==> src/rtl/fetch_controller.sv <==
// Instruction fetch front end: PC register, 2-entry {pc, instr} queue toward decode,
// halt-opcode detection and branch/jump redirect with queue flush.
module fetch_controller #(
    parameter logic [15:0] RESET_PC    = 16'h0000,
    parameter logic [15:0] HALT_OPCODE = 16'hFFFF
) (
    input  logic        clk,
    input  logic        reset_n,
    input  logic        start,
    input  logic        redirect_valid,
    input  logic [15:0] redirect_pc,
    output logic [15:0] imem_addr,
    input  logic [15:0] imem_instr,
    output logic        out_valid,
    input  logic        out_ready,
    output logic [15:0] out_instr,
    output logic [15:0] out_pc,
    output logic [1:0]  state,
    output logic [15:0] fetch_count
);

    localparam logic [1:0] S_IDLE   = 2'b00;
    localparam logic [1:0] S_RUN    = 2'b01;
    localparam logic [1:0] S_HALTED = 2'b10;

    // Handshake: an entry leaves the queue on a rising edge where out_valid && out_ready
    // are both high; out_pc/out_instr hold steady while out_valid && !out_ready.

    logic [15:0] pc;
    logic [1:0]  st;
    logic [1:0]  count;
    logic [15:0] head_pc, head_instr;
    logic [15:0] tail_pc, tail_instr;
    logic [15:0] fcount;
    logic        pop;
    logic        push;
    logic        is_halt;
    logic        unused_redirect_lsb;

    assign imem_addr           = pc;
    assign state               = st;
    assign fetch_count         = fcount;
    assign out_valid           = (count != 2'd0);
    assign out_pc              = head_pc;
    assign out_instr           = head_instr;
    assign unused_redirect_lsb = redirect_pc[0];

    // Redirect squashes both queue movements in its cycle.
    assign pop     = out_valid && out_ready && !redirect_valid;
    assign push    = (st == S_RUN) && !redirect_valid && ((count != 2'd2) || pop);
    assign is_halt = (imem_instr == HALT_OPCODE);

    always_ff @(posedge clk) begin
        if (!reset_n) begin
            pc         <= {RESET_PC[15:1], 1'b0};
            st         <= S_IDLE;
            count      <= 2'd0;
            fcount     <= 16'h0000;
            head_pc    <= 16'h0000;
            head_instr <= 16'h0000;
            tail_pc    <= 16'h0000;
            tail_instr <= 16'h0000;
        end else if (redirect_valid) begin
            pc    <= {redirect_pc[15:1], 1'b0};
            st    <= S_RUN;
            count <= 2'd0;
        end else begin
            case (st)
                S_IDLE:  if (start) st <= S_RUN;
                S_RUN:   if (push && is_halt) st <= S_HALTED;
                default: st <= st;
            endcase

            if (push) begin
                fcount <= fcount + 16'd1;
                if (!is_halt) pc <= pc + 16'd2;
            end

            if (push && pop) begin
                if (count == 2'd1) begin
                    head_pc    <= pc;
                    head_instr <= imem_instr;
                end else begin
                    head_pc    <= tail_pc;
                    head_instr <= tail_instr;
                    tail_pc    <= pc;
                    tail_instr <= imem_instr;
                end
            end else if (push) begin
                if (count == 2'd0) begin
                    head_pc    <= pc;
                    head_instr <= imem_instr;
                end else begin
                    tail_pc    <= pc;
                    tail_instr <= imem_instr;
                end
                count <= count + 2'd1;
            end else if (pop) begin
                head_pc    <= tail_pc;
                head_instr <= tail_instr;
                count      <= count - 2'd1;
            end
        end
    end

endmodule
==> config.mk <==
export PLATFORM = sky130hd
export DESIGN_NAME = fetch_controller
export DESIGN_NICKNAME = d
export VERILOG_FILES = /design/src/rtl/fetch_controller.sv
export SDC_FILE = /design/constraint.sdc
export NUM_CORES = 1
export LEC_CHECK = 0
export BUFFER_PORTS_ARGS = -buffer_cell sky130_fd_sc_hd__buf_4
export CAP_MARGIN = 20
export CELL_PAD_IN_SITES_DETAIL_PLACEMENT = 1
export CELL_PAD_IN_SITES_GLOBAL_PLACEMENT = 1
export CORE_MARGIN = 3
export CORE_UTILIZATION = 41
export CTS_BUF_LIST = sky130_fd_sc_hd__clkbuf_8
export CTS_CLUSTER_DIAMETER = 80
export CTS_CLUSTER_SIZE = 14
export DETAILED_ROUTE_END_ITERATION = 10
export HOLD_SLACK_MARGIN = 0.05
export PLACE_DENSITY = 0.81
export SLEW_MARGIN = 5
export SYNTH_ARGS = -nofsm -noshare
export SYNTH_HDL_FRONTEND = slang
export SYNTH_SLANG_ARGS = --single-unit
==> constraint.sdc <==
create_clock -name clk -period 3 [get_ports clk]
set_input_delay 0.6 -clock clk [delete_from_list [all_inputs] [get_ports clk]]
set_output_delay 0.6 -clock clk [all_outputs]
set_load 0.005 [all_outputs]
==> metrics.yaml, run 1 <==
timing:
  slew_violations: 0
  skew_ns: 0.0144
  setup_viol: 0
  rsz0062_at_grt: "no"
  fmax_mhz: 371
  slew_headroom: 0.429
  tightest_slew_ns: 0.856
  fin_setup_tns_ns: 0
  final.period_utilization: 0.898
  fin_crit_ns: 2.69
  finalHoldViolations: 0
logic_synthesis:
  yosys_warnings: 0
  synth_cells: 500
  async_reset_ff_frac: 0
  synth.distinct_cells: 41
  synthFlopType: "dfxtp_1"
  synth_common_cells: "dfxtp_1, nor2_1, nand2_1, a21oi_1, inv_1"
  synthTopCellsByArea: "dfxtp_1, mux2i_1, a221oi_1"
  synth.top_cell.area_share: 0.453
  avgSynthCellArea_um2: 8.57
  yosysMostFrequentCell: "dfxtp_1"
  synth-seq-cells: 97
  yosys.area.top_type: "dfxtp_1"
  netlist_area_um2: 4290
  synth-edff-count: 0
  ys_seq_area_frac: 0.453
clock_tree:
  root_buffer: "clkbuf_8"
  cts_buffers: 9
  clk_pin_slew_worst_paths_ns: 0.10
  ctsResizeCount: 0
  clk_path_buf_depth: 2
  cts_tree: "built"
  clk_latency_ns: 0.35
  cts_setup_buffers: 0
  clock-sinks: 97
  postCtsHoldBufs: 0
  cts_max_level: 3
route:
  drtPass1Iterations: 4
  vias: 4022
  wire_per_inst_um: 17.1
  antenna_left: 0
  wl_um: 12400
  vias_per_cell: 5.53
  drtIter0Drc: 173
  drc: 0
placement:
  place.gp.congestion: 0.836
  hpwlAfterDp_um: 8750
  io_buffers: 100
global_routing:
  antenna_found_initial: 0
  grt_pass1_wl_um: 20300
  grt_usage: 0.214
  grt_overflow: 0
  grt_pass1_vias: 4118
  grt_max_degree: 63
pwr:
  ir_drop_mv: 0.235
  power.switching_w: 0.000714
  p_comb_frac: 0.141
  intPower_w: 0.00194
  swShare: 0.269
  p_leak_nw: 2.37
  p_clk_frac: 0.329
  pwr-share-seq: 0.530
  power.density_nw_per_um2: 490
cells_and_area:
  final_nets: 632
  fill_cells: 1186
  fin_util: 0.543
  areaGrowthSynthToFinish_pct: 26.2
  n_antenna_cell: 0
  drive_gt1_frac: 0.222
min_path:
  min_delay_path_depth: 2
  hold_class: "reg -> reg"
  hold_end: "out_pc[8]"
  hold_start: "out_pc[8]"
critical_path:
  cp.arrival_ns: 2.93
  r2r_slack_ns: 0.31
  r2r_start: "count[0]"
  path_class: "reg -> reg"
  worstPathCellList: "inv_1 -> ha_1 -> nand2b_1 -> nor2_1 -> ha_1 -> inv_1 -> o211ai_1 -> and2_1 -> buf_12 -> a21oi_1 -> a221oi_1"
  cp-end-kind: "flip-flop"
  cp_max_fo: 31
  cp.required_ns: 3.24
  cp-start-kind: "flip-flop"
  critPathMaxStageDelay_ns: 0.38
  r2r_end: "out_instr[10]"
  reg2regPathDepth: 11
  cp_slowest_cell: "dfxtp_1"
die:
  core-area_um2: 9950
  die_w_um: 108
  rows: 36
  start_util: 0.431
  ios: 104
  die_h_um: 108
  die_area_um2: 11700
job:
  drv_cap: 0
status:
  status: "complete, no violations"
registers in the layout (all words and copies together) (netlist names):
| register | count |
|---|---|
| count | 2 |
| tail_instr | 16 |
| imem_addr | 15 |
| tail_pc | 15 |
| out_pc | 15 |
| out_instr | 16 |
| state | 2 |
| fetch_count | 16 |
cell usage in the layout (no fill, tap or decap), types with 2 or more instances in the layout:
cell | netlist | layout
a31oi_1 | 8 | 8
nor3_1 | 4 | 4
or3_1 | 8 | 8
a21oi_1 | 41 | 41
a32oi_1 | 2 | 2
clkinv_2 | 0 | 2
a221oi_1 | 31 | 31
xnor2_1 | 7 | 7
nand2b_1 | 2 | 2
buf_12 | 0 | 3
nor2b_1 | 2 | 2
nand3_1 | 11 | 11
nand2_1 | 46 | 46
and2_1 | 4 | 4
buf_4 | 2 | 108
conb_1 | 1 | 2
or4_1 | 3 | 3
a2111oi_0 | 2 | 2
xor2_1 | 11 | 11
ha_1 | 6 | 6
o21ai_0 | 17 | 17
nor2_1 | 52 | 52
inv_1 | 38 | 38
clkbuf_8 | 0 | 10
and3_1 | 7 | 7
a211oi_1 | 3 | 3
dfxtp_1 | 97 | 97
mux2i_1 | 33 | 33
nand4_1 | 16 | 16
final cells by class:
cell class,instances,area (um^2),share of cell area
Clock buffer,10,138,0.0255
Clock inverter,6,65.1,0.0120
Inverter,39,146,0.0271
Multi-Input combinational cell,331,2080,0.385
Sequential cell,97,1940,0.359
Tap cell,133,166,0.0308
Timing Repair Buffer,111,871,0.161
cells by family (layout without fill, tap and decap cells):
family | Yosys count | after routing | share of synthesized area
other | 1 | 2 | 0.000875
XOR/XNOR | 18 | 18 | 0.0368
multiplexers | 33 | 33 | 0.0771
AND/OR/NAND/NOR | 160 | 160 | 0.177
buffers and inverters | 73 | 166 | 0.0671
adder cells (fa/ha/maj) | 6 | 6 | 0.0175
AO/OA/AOI/OAI | 112 | 112 | 0.171
flip-flops | 97 | 97 | 0.453
power by group through the flow:
| stage | clock (W) | sequential (W) | combinational [W] |
|---|---|---|---|
| after global routing | 0.000949 | 0.00141 | 0.000414 |
| after detailed placement | 0 | 0.00143 | 0.000376 |
| after floorplan | 0 | 0.00142 | 0.000184 |
| after global placement | 0 | 0.00143 | 0.000362 |
| after CTS | 0.000897 | 0.00140 | 0.000379 |
| final | 0.000872 | 0.00141 | 0.000375 |
metrics by stage:
stage	instances	worst slack [ns]	total power, W	hold slack [ns]	instance area [um^2]
floorplan	501	0.361	0.00161	0.461	4290
global placement	711	0.414	0.00179	0.457	5200
detailed placement	711	0.330	0.00181	0.459	5200
CTS	727	0.279	0.00268	0.473	5410
global route	727	0.114	0.00278	0.493	5410
finish	727	0.305	0.00265	0.471	5410
metal layers:
layer / track usage / routed length, um
met5: 0 / 0
met2: 0.369 / 6120
met3: 0.0310 / 554
met4: 0.0541 / 102
met1: 0.282 / 5650
how the worst max path moves through the flow:
stage,startpoint,to,slack [ns],cells past startpoint
6_report,count[0],out_instr[10],0.31,11
5_1_grt,count[0],out_instr[10],0.11,11
4_1_cts,count[0],out_instr[10],0.28,11
3_5_place_dp,redirect_valid,tail_instr[13],0.33,10
3_3_place_gp,redirect_valid,imem_addr[14],0.41,7
2_1_floorplan,redirect_valid,out_pc[10],0.36,11
worst max-delay path, delay by kind of cell, from the launching register on:
| kind | cells | cell delay [ns] |
|---|---|---|
| AND/OR/NAND/NOR | 3 | 0.73 |
| buffers and inverters | 3 | 0.35 |
| flip-flops | 1 | 0.38 |
| adder cells (fa/ha/maj) | 2 | 0.53 |
| AO/OA/AOI/OAI | 3 | 0.56 |
Note: power is estimated with default switching activity, not from simulation.
==> run 2: changes to the inputs <==
- ABC_AREA: not set -> 1
- CORE_UTILIZATION: 41 -> 40
- PLACE_DENSITY: 0.81 -> 0.82
==> metrics.yaml, run 2 <==
status:
  status: "complete, no violations"
timing:
  rsz0062_at_grt: "no"
  setup_viol: 0
  fin_setup_tns_ns: 0
  fmax_mhz: 369
  final.period_utilization: 0.904
  finalHoldViolations: 0
  slew_violations: 0
  slew_headroom: 0.587
  fin_crit_ns: 2.71
  holdWs_ns: 0.484
  skew_ns: 0.00694
  tightest_slew_ns: 0.618
route:
  vias: 5492
  drtPass1Iterations: 4
  drc: 0
  wl_um: 15800
  antenna_left: 0
  drtIter0Drc: 294
  vias_per_cell: 5.31
  wire_per_inst_um: 15.3
cells_and_area:
  final_cell_mix: "nor2_1, o21ai_0, a21oi_1, buf_4, nand2_1"
  areaGrowthSynthToFinish_pct: 18.8
  n_antenna_cell: 0
  drive_gt1_frac: 0.154
  final_nets: 907
  final_cell_count_no_fill: 1034
  final_area_um2: 6130
  final_common_cell: "nor2_1"
clock_tree:
  cts_max_level: 3
  root_buffer: "clkbuf_8"
  clk_pin_slew_worst_paths_ns: 0.09
  clk_latency_ns: 0.38
  cts_buffers: 9
  postCtsHoldBufs: 0
  clk_path_buf_depth: 2
  clock-sinks: 97
  cts_tree: "built"
logic_synthesis:
  ys_seq_area_frac: 0.376
  synth_common_cells: "nor2_1, o21ai_0, a21oi_1, nand2_1, dfxtp_1"
  synth_cells: 795
  netlist_area_um2: 5160
  synth-seq-cells: 97
  synth-edff-count: 0
  synth_fa_ha_area_frac: 0.0145
  avgSynthCellArea_um2: 6.49
  synth.top_cell.area_share: 0.376
  synthFlopType: "dfxtp_1"
  synth-xor-area-share: 0.0102
  synth_top_family_by_area: "compound AO/OA/AOI/OAI gates"
  synth.distinct_cells: 36
  synthSimpleGateAreaFrac: 0.243
  synth-compound-area-share: 0.260
  yosysMostFrequentCell: "nor2_1"
  async_reset_ff_frac: 0
  yosys_warnings: 0
  synthMuxAreaShare: 0
  synthTopCellsByArea: "dfxtp_1, o21ai_0, nor2_1"
  yosys.area.top_type: "dfxtp_1"
critical_path:
  cp_max_fo: 62
  critPathMaxStageDelay_ns: 0.47
  cp-end-kind: "flip-flop"
  cp.required_ns: 3.32
  worstPathCellList: "inv_1 -> ha_1 -> inv_1 -> nand2_1 -> nand2_1 -> nand2_4 -> inv_2 -> ha_1 -> inv_1 -> buf_4 -> o21ai_0 -> a21oi_1 -> nor2_1 -> nor2_1"
  path_class: "reg -> reg"
  cp-start-kind: "flip-flop"
  cp.arrival_ns: 3.03
  cp_slowest_cell: "buf_4"
  path_common_cell: "inv_1"
global_routing:
  grt_pass1_vias: 5510
  use_met2: 0.375
  antenna_found_initial: 0
  grt_pass1_wl_um: 26300
  grt_overflow: 0
  grt.busiest_layer: "met2"
  grt_max_degree: 63
  met3_usage: 0.0316
  grt_usage: 0.220
  grt.met1_usage: 0.288
die:
  rows: 40
  start_util: 0.419
  die_w_um: 120
  die_area_um2: 14300
  ios: 104
  die_h_um: 120
  core-area_um2: 12300
min_path:
  hold_class: "reg -> reg"
job:
  drv_cap: 0
placement:
  place_area_um2: 5970
  hpwlAfterDp_um: 11100
  place.gp.congestion: 0.816
  dp.cells: 1020
  io_buffers: 100
pwr:
  power.density_nw_per_um2: 431
  p_leak_nw: 2.63
  ir_drop_mv: 0.153
-- run 2: cell types whose count changed in the layout (fill, tap and decap cells not counted), sizes merged, moves of 29 or more --
cell    before  now
inv         40   69
a21oi       43  112
nand2       46  105
a221oi      31    0
mux2i       33    0
nor2        52  152
o21ai       18  139
-- run 2: cell families (layout without fill, tap and decap cells) --
group,after synthesis,count (layout)
and+or+nand+nor,306,306
adders and majority gates,6,6
xor gates and xnor gates,6,6
buffers and inverters,120,190
DFF,97,97
other,1,2
AOI/OAI and AO/OA,259,259
-- run 2: worst paths after layout --
check | start | end | slack, ns | cells after the start
worst max-delay path | count[1] | out_instr[12] | 0.29 | 14
worst min-delay path | tail_pc[3] | tail_pc[3] | 0.48 | 2
worst max register to register | count[1] | out_instr[12] | 0.29 | 14
worst min register to register | tail_pc[3] | tail_pc[3] | 0.48 | 2
-- run 2: critical path, delay by kind of cell (launching register included) --
kind / cells / cell delay [ns]
flip-flops: 1 / 0.32
AND/OR/NAND/NOR: 5 / 0.61
buffers and inverters: 5 / 0.89
adder cells (fa/ha/maj): 2 / 0.39
AO/OA/AOI/OAI: 2 / 0.44
-- run 2: report_power, final --
group          internal, W  switching, W
logic             0.000204      0.000263
clock network     0.000304      0.000453
registers          0.00135     0.0000660
-- run 2: through the flow --
| step | setup slack [ns] | total power (W) | utilization |
|---|---|---|---|
| 2_1_floorplan | 0.852 | 0.00170 | - |
| 3_3_place_gp | 0.320 | 0.00189 | 0.485 |
| 3_5_place_dp | 0.170 | 0.00192 | 0.485 |
| 4_1_cts | 0.145 | 0.00267 | 0.497 |
| 5_1_grt | 0.0380 | 0.00278 | 0.498 |
| 6_report | 0.287 | 0.00264 | 0.498 |
-- run 2: metal layers --
| metal | up-vias | routed length [um] |
|---|---|---|
| li1 | 2739 | - |
| met1 | 2641 | 7330 |
| met2 | 96 | 7650 |
| met3 | 16 | 602 |
| met4 | 0 | 218 |
| met5 | - | 0 |
-- run 2: final cells by class --
| type | count | area [um^2] |
|---|---|---|
| Fill cell | 1699 | 6180 |
| Clock inverter | 3 | 12.5 |
| Tap cell | 168 | 210 |
| Clock buffer | 10 | 138 |
| Sequential cell | 97 | 1940 |
| Inverter | 67 | 251 |
| Timing Repair Buffer | 110 | 846 |
| Multi-Input combinational cell | 579 | 2730 |
-- run 2: what timing repair did --
action | 4_1_cts | 5_1_grt
hold endpoints to repair | 0 | 0
setup endpoints to repair | 0 | 26
gates resized for setup | 0 | 3
setup buffers | 0 | 1
==> run 3: changes to the inputs <==
- PLACE_DENSITY: 0.82 -> 0.89
==> metrics.yaml, run 3 (synthesis results as in run 2) <==
clock_tree:
  clock-sinks: 97
  ctsResizeCount: 0
  clk_path_buf_depth: 2
  postCtsHoldBufs: 0
  cts_max_level: 3
  cts_buffers: 9
  cts_setup_buffers: 0
  root_buffer: "clkbuf_8"
  clk_latency_ns: 0.38
  clk_pin_slew_worst_paths_ns: 0.09
  cts_tree: "built"
global_routing:
  grt_pass1_vias: 5693
  grt_pass1_wl_um: 27400
  antenna_found_initial: 0
  grt_usage: 0.229
  grt_overflow: 0
  grt_max_degree: 63
route:
  vias_per_cell: 5.34
  wire_per_inst_um: 15.7
  drc: 0
  drtPass1Iterations: 4
  vias: 5540
  drtIter0Drc: 270
  wl_um: 16300
  antenna_left: 0
die:
  die_area_um2: 14300
  start_util: 0.419
  core-area_um2: 12300
  die_h_um: 120
  ios: 104
  rows: 40
  die_w_um: 120
pwr:
  ir_drop_mv: 0.206
  power.density_nw_per_um2: 442
  p_leak_nw: 2.65
cells_and_area:
  final_area_um2: 6180
  final_common_cell: "nor2_1"
  fill_cells: 1682
  drive_gt1_frac: 0.160
  final_cell_mix: "nor2_1, o21ai_0, a21oi_1, buf_4, nand2_1"
  areaGrowthSynthToFinish_pct: 19.8
  final_nets: 909
  n_antenna_cell: 0
critical_path:
  critPathMaxStageDelay_ns: 0.38
  cp_max_fo: 34
  cp_top_family: "buffers and inverters"
  cp-start-kind: "flip-flop"
  cp.required_ns: 3.26
  cp_slowest_cell: "dfxtp_1"
  path_buf_inv: 4
  path_class: "reg -> reg"
  worstPathCellList: "inv_1 -> ha_1 -> inv_1 -> nand2_1 -> nand2_1 -> nand2_4 -> inv_2 -> ha_1 -> nor2_1 -> a21oi_1 -> nand3_2 -> buf_4 -> o21ai_0 -> a21oi_1"
  cp.arrival_ns: 2.96
  cp-end-kind: "flip-flop"
timing:
  fin_crit_ns: 2.70
  rsz0062_at_grt: "no"
  setup_viol: 0
  slew_violations: 0
  fin_setup_tns_ns: 0
  tightest_slew_ns: 0.673
  final.period_utilization: 0.899
  fmax_mhz: 371
  skew_ns: 0.0114
  slew_headroom: 0.551
  finalHoldViolations: 0
status:
  status: "complete, no violations"
placement:
  place.gp.congestion: 0.823
  place_area_um2: 6000
  io_buffers: 100
  hpwlAfterDp_um: 11300
min_path:
  hold_class: "reg -> reg"
job:
  drv_cap: 0
==> run 3: cell types whose count changed in the layout (fill, tap and decap cells not counted) <==
| cell | previous run | this run |
|---|---|---|
| buf_4 | 108 | 110 |
| clkbuf_8 | 10 | 12 |
| clkinv_2 | 1 | 3 |
| inv_1 | 66 | 64 |
| buf_12 | 1 | 2 |
| buf_8 | 1 | 0 |
==> run 3: path summary, 6_finish.rpt <==
check               from             end  slack (ns)  cells past startpoint
max             count[0]  tail_instr[11]        0.30                     14
min          tail_pc[11]     tail_pc[11]        0.49                      2
max reg2reg     count[0]  tail_instr[11]        0.30                     14
min reg2reg  tail_pc[11]     tail_pc[11]        0.49                      2
==> run 3: power by group <==
part,total [W],internal (W),switching (W)
registers,0.00142,0.00135,0.0000689
logic,0.000475,0.000207,0.000268
clock network,0.000836,0.000362,0.000474
total,0.00273,0.00192,0.000811
==> run 3: cell type report <==
class                      instances  area (um^2)  area share
multi-input combinational        579         2730       0.442
sequential                        97         1940       0.314
timing repair buffer             112          866       0.140
inverter                          67          251      0.0407
tap                              168          210      0.0340
clock buffer                      12          165      0.0267
clock inverter                     3         15.0     0.00243
==> run 3: metrics by stage <==
stage	utilization	instances	hold WS, ns	power (W)	setup WS, ns
3_3_place_gp	0.488	1023	0.458	0.00189	0.577
6_report	0.502	1038	0.486	0.00273	0.303
3_5_place_dp	0.488	1023	0.471	0.00192	0.336
2_1_floorplan	-	796	0.450	0.00170	0.852
5_1_grt	0.502	1038	0.511	0.00287	0.0332
4_1_cts	0.502	1038	0.488	0.00275	0.307
==> run 3: metal layers <==
metal  global-route usage  share of wire
met4               0.0766          0.018
met3               0.0339          0.048
met2                0.402           0.48
met1                0.287           0.45
met5                    0              0
==> run 3: worst reg2reg max path, cell delays in order (launching register included) <==
cell and delay, ns:
dfxtp_1 0.38, inv_1 0.10, ha_1 0.20, inv_1 0.14
nand2_1 0.14, nand2_1 0.14, nand2_4 0.15, inv_2 0.20
ha_1 0.23, nor2_1 0.06, a21oi_1 0.20, nand3_2 0.12
buf_4 0.25, o21ai_0 0.22, a21oi_1 0.06
